### src/rtl/bsnn_ttfs_neuron.sv
//==============================================================================
// Module      : bsnn_ttfs_neuron
// Description : Binary-weight integrate-and-fire neuron with time-to-first-spike
//               output; integrates one coding window and reports firing time.
// Revision    : 1.0 - initial release
//==============================================================================
`default_nettype none

module bsnn_ttfs_neuron #(
    parameter int N_IN      = 16,
    parameter int DTT_WIDTH = 5,
    parameter int POT_WIDTH = 8
) (
    input  logic                        CLK,
    input  logic                        nRES,
    input  logic                        start,
    input  logic [N_IN-1:0]             weights,
    input  logic signed [POT_WIDTH-1:0] threshold,
    input  logic [N_IN-1:0]             spikes_in,
    output logic                        busy,
    output logic                        spike_out,
    output logic                        done,
    output logic                        fire_valid,
    output logic [DTT_WIDTH-1:0]        fire_time
);

    localparam int CNT_W = $clog2(N_IN + 1);
    localparam int SUM_W = CNT_W + 1;
    localparam int EXT_W = ((POT_WIDTH > SUM_W) ? POT_WIDTH : SUM_W) + 1;
    localparam logic [DTT_WIDTH-1:0]   T_MAX   = {DTT_WIDTH{1'b1}};
    localparam logic signed [EXT_W-1:0] POT_MAX = EXT_W'((64'sd1 <<< (POT_WIDTH - 1)) - 64'sd1);
    localparam logic signed [EXT_W-1:0] POT_MIN = EXT_W'(-(64'sd1 <<< (POT_WIDTH - 1)));

    typedef enum logic [1:0] {
        S_IDLE      = 2'd0,
        S_INTEGRATE = 2'd1,
        S_DONE      = 2'd2
    } state_t;

    state_t                      state_q,      state_d;
    logic [N_IN-1:0]             weights_q,    weights_d;
    logic signed [POT_WIDTH-1:0] threshold_q,  threshold_d;
    logic signed [POT_WIDTH-1:0] potential_q,  potential_d;
    logic [DTT_WIDTH-1:0]        t_q,          t_d;
    logic                        fired_q,      fired_d;
    logic                        spike_q,      spike_d;
    logic                        fire_valid_q, fire_valid_d;
    logic [DTT_WIDTH-1:0]        fire_time_q,  fire_time_d;

    logic [CNT_W-1:0]            pos_cnt;
    logic [CNT_W-1:0]            neg_cnt;
    logic signed [EXT_W-1:0]     sum_ext;
    logic signed [EXT_W-1:0]     raw_ext;
    logic signed [POT_WIDTH-1:0] pot_next;

    // Excitatory and inhibitory spike counts under the latched weights.
    always_comb begin
        pos_cnt = '0;
        neg_cnt = '0;
        for (int i = 0; i < N_IN; i++) begin
            if (spikes_in[i]) begin
                if (weights_q[i]) pos_cnt = pos_cnt + CNT_W'(1);
                else              neg_cnt = neg_cnt + CNT_W'(1);
            end
        end
    end

    // Add in a wider domain, then clamp back to the potential range.
    always_comb begin
        sum_ext = $signed(EXT_W'(pos_cnt)) - $signed(EXT_W'(neg_cnt));
        raw_ext = EXT_W'(potential_q) + sum_ext;
        if (raw_ext > POT_MAX)      pot_next = POT_MAX[POT_WIDTH-1:0];
        else if (raw_ext < POT_MIN) pot_next = POT_MIN[POT_WIDTH-1:0];
        else                        pot_next = raw_ext[POT_WIDTH-1:0];
    end

    always_comb begin
        state_d      = state_q;
        weights_d    = weights_q;
        threshold_d  = threshold_q;
        potential_d  = potential_q;
        t_d          = t_q;
        fired_d      = fired_q;
        spike_d      = 1'b0;
        fire_valid_d = fire_valid_q;
        fire_time_d  = fire_time_q;

        case (state_q)
            S_IDLE: begin
                if (start) begin
                    weights_d    = weights;
                    threshold_d  = threshold;
                    potential_d  = '0;
                    fired_d      = 1'b0;
                    fire_valid_d = 1'b0;
                    fire_time_d  = '0;
                    t_d          = DTT_WIDTH'(1);
                    state_d      = S_INTEGRATE;
                end
            end
            S_INTEGRATE: begin
                potential_d = pot_next;
                if (!fired_q && (pot_next >= threshold_q)) begin
                    fired_d     = 1'b1;
                    spike_d     = 1'b1;
                    fire_time_d = t_q;
                end
                // Fire rule for the last cycle is applied before leaving.
                if (t_q == T_MAX) begin
                    fire_valid_d = fired_d;
                    state_d      = S_DONE;
                end else begin
                    t_d = t_q + DTT_WIDTH'(1);
                end
            end
            S_DONE: begin
                state_d = S_IDLE;
            end
            default: begin
                state_d = S_IDLE;
            end
        endcase
    end

    always_ff @(posedge CLK or negedge nRES) begin
        if (!nRES) begin
            state_q      <= S_IDLE;
            weights_q    <= '0;
            threshold_q  <= '0;
            potential_q  <= '0;
            t_q          <= '0;
            fired_q      <= 1'b0;
            spike_q      <= 1'b0;
            fire_valid_q <= 1'b0;
            fire_time_q  <= '0;
        end else begin
            state_q      <= state_d;
            weights_q    <= weights_d;
            threshold_q  <= threshold_d;
            potential_q  <= potential_d;
            t_q          <= t_d;
            fired_q      <= fired_d;
            spike_q      <= spike_d;
            fire_valid_q <= fire_valid_d;
            fire_time_q  <= fire_time_d;
        end
    end

    assign busy       = (state_q == S_INTEGRATE);
    assign done       = (state_q == S_DONE);
    assign spike_out  = spike_q;
    assign fire_valid = fire_valid_q;
    assign fire_time  = fire_time_q;

endmodule

`default_nettype wire
### config.mk
export PLATFORM = sky130hd
export DESIGN_NAME = bsnn_ttfs_neuron
export DESIGN_NICKNAME = d
export VERILOG_FILES = /design/src/rtl/bsnn_ttfs_neuron.sv
export SDC_FILE = /design/constraint.sdc
export NUM_CORES = 1
export LEC_CHECK = 0
export BUFFER_PORTS_ARGS = -buffer_cell sky130_fd_sc_hd__buf_2
export CAP_MARGIN = 20
export CORE_ASPECT_RATIO = 1.1
export CORE_MARGIN = 2
export CORE_UTILIZATION = 50
export DETAILED_ROUTE_END_ITERATION = 8
export PLACE_DENSITY = 0.74
export SLEW_MARGIN = 5
export SYNTH_ARGS = -nofsm -noshare
export SYNTH_HDL_FRONTEND = slang
export SYNTH_SLANG_ARGS = --single-unit
export TNS_END_PERCENT = 1
### constraint.sdc
create_clock -name CLK -period 21 [get_ports CLK]
set_clock_uncertainty 0.2 [all_clocks]
set_input_delay 2.1 -clock CLK [delete_from_list [all_inputs] [get_ports CLK]]
set_output_delay 2.1 -clock CLK [all_outputs]
set_load 0.005 [all_outputs]
==> results.cfg <==
[outcome]
status = completed

[final_layout]
layout-drive-gt1-share_pct = 12.9
final_area_um2 = 7030
final_nets = 932
register_area_um2 = 1180
fill_cells = 1194
num_antenna_cells = 0
multi_input_comb_area_um2 = 5020
layout.cells.non_filler = 992
areaGrowthSynthToFinish_pct = 8.87

[global_routing]
grt_pass1_vias = 5507
grt_remaining_overflow = 0
grt_max_degree = 48
grt_usage_pct = 21.4
grt_first_pass_wirelength_um = 25200
antenna_found_initial = 0

[drt]
vias = 5769
wl_per_cell_um = 14.8
postRouteWirelength_um = 14700
drc_errors = 0
dr.pass1.iters = 7
ant_nets = 0
via_per_inst = 5.82
drtIter0Drc = 296

[placed_design]
place_inst = 983
dpl.hpwl_um = 11600
place_congestion = 0.895
numPortBuffers = 51
placed_cell_area_um2 = 6840

[floorplanning]
rows = 43
die_area_um2 = 13800
core_um2 = 12600
dieHeight_um = 123
start_util_pct = 51.3
die_x_um = 112
ioPinCount = 52

[yosys]
avgSynthCellArea_um2 = 8.13
seq_area_frac_synth_pct = 18.2
synth.area.top_cells = dfrtp_1 (18%), xnor2_1 (11%), ha_1 (10%)
synth_top_area_share_pct = 18.2
async_flop_share_pct = 100
synth_seq_cells = 47
yosysMostFrequentCell = nand2_1
synth-main-ff-cell = dfrtp_1
synth-edff-count = 0
synth_common_cells = nand2_1 (82), xnor2_1 (79), ha_1 (53), dfrtp_1 (47)
yosysUniqueCellTypes = 78
synth_cells = 795
synth_area_um2 = 6460
yosysTopAreaCell = dfrtp_1
syn_nets = 893
ys_warn_count = 0

[timing]
drv_slew = 0
rsz0062_at_grt = no
max_slew_margin_pct = 33.3
min_period_ps = 15460
worstMarginPinSlew_ps = 994
fin_tns_setup_ps = 0
setup-violations-final = 0
hold_viol = 0
finalCritPeriodShare_pct = 73.6
fmax_mhz = 64.7

[cts]
cts_tree = built
cts_max_level = 2
cts_setup_buffers = 0
ctsResizeCount = 0
cts-root-buf = clkbuf_16
worstSkewPairLatency_ps = 290
path_clk_slew_ps = 60
numCtsBuffers = 5
cts_hold_buf = 0
clockBufferDepth = 2
clock-sinks = 47

[critical_path]
worstSetupPathType = input pin to register
critical_path.most_common_cell = ha_1
endpoint_kind = register
crit_path_max_incr_delay_ps = 570
cp-start-kind = input pin
cp.arrival_ps = 15430
cp.required_ps = 20970
crit_slowest_cell = or4_4
path_max_fanout = 7

[hold_path]
hold_class = register to register

[run]
maxCapViolations = 0
logic make-up (layout without fill, tap and decap cells):
logic type      count (synthesis)  count (layout)  share of synthesized area (%)
compound gates                174             174                           18.1
xor+xnor                      122             122                           19.6
fa+ha+maj                      56              56                           11.0
buf+inv                        69             109                           4.18
flops                          47              47                           18.2
mux                            37              37                           6.18
simple gates                  290             290                           22.7
registers in the layout, summed over array words and instances (netlist names):
name,flops
fire_valid,1
t_q,5
threshold_q,8
spike_out,1
fire_time,5
state_q,2
fired_q,1
potential_q,8
weights_q,16
critical path: cells and delay by family:
| kind | cells | cell delay, ps |
|---|---|---|
| buf+inv | 8 | 680 |
| mux | 3 | 620 |
| xor+xnor | 4 | 890 |
| fa+ha+maj | 14 | 4150 |
| simple gates | 21 | 3220 |
| compound gates | 20 | 3770 |
area by class of cell:
class,count,share of cell area (%)
multi-input combinational,679,71.4
sequential,47,16.7
timing repair buffer,54,4.13
tap,157,2.79
inverter,47,2.53
clock buffer,6,1.97
clock inverter,2,0.498
through the flow:
step	worst slack [ps]	hold slack [ps]	util (%)
2_1_floorplan	6820	215	-
3_3_place_gp	5600	222	54.3
3_5_place_dp	5460	231	54.3
4_1_cts	5630	267	55.7
5_1_grt	4390	277	55.9
6_report	5540	262	55.9
routing by layer:
layer | vias up | routed length [um] | global-route usage (%) | share of wire, %
met5 | - | 0 | 0 | 0
met4 | 0 | 289 | 5.64 | 2.0
met3 | 27 | 469 | 1.91 | 3.2
met2 | 110 | 7000 | 38.0 | 48
met1 | 2715 | 6920 | 28.2 | 47
li1 | 2917 | - | - | -
cell usage in the layout (no fill, tap or decap), types with 6 or more instances in the layout:
cell and count:
a22o_1 8, dfrtp_1 47, ha_1 53, nand2b_1 14
xnor2_1 79, nor2b_1 21, inv_1 45, a21o_1 9
and3_1 7, nand2_1 82, nand4_1 8, nor3_1 28
o21ai_0 37, mux2_2 23, o22ai_1 7, and2_1 16
nand3_1 36, buf_2 51, nand3b_1 8, mux2i_1 14
a21oi_1 45, o31ai_1 6, xor2_1 27, a31oi_1 6
nor2_1 44
final timing paths:
check	from	to	slack, ps	depth (start not counted)
min reg2reg	fired_q	spike_out	260	1
max reg2reg	weights_q[0]	fire_time[0]	7060	69
max in group asynchronous	nRES	fire_time[1]	18630	2
min	fired_q	spike_out	260	1
max	spikes_in[0]	fire_time[0]	5540	70
min in group asynchronous	nRES	weights_q[13]	1490	1
Power is not shown: default switching activity piles up to over one toggle a cycle in this logic, so the estimate is an artifact.
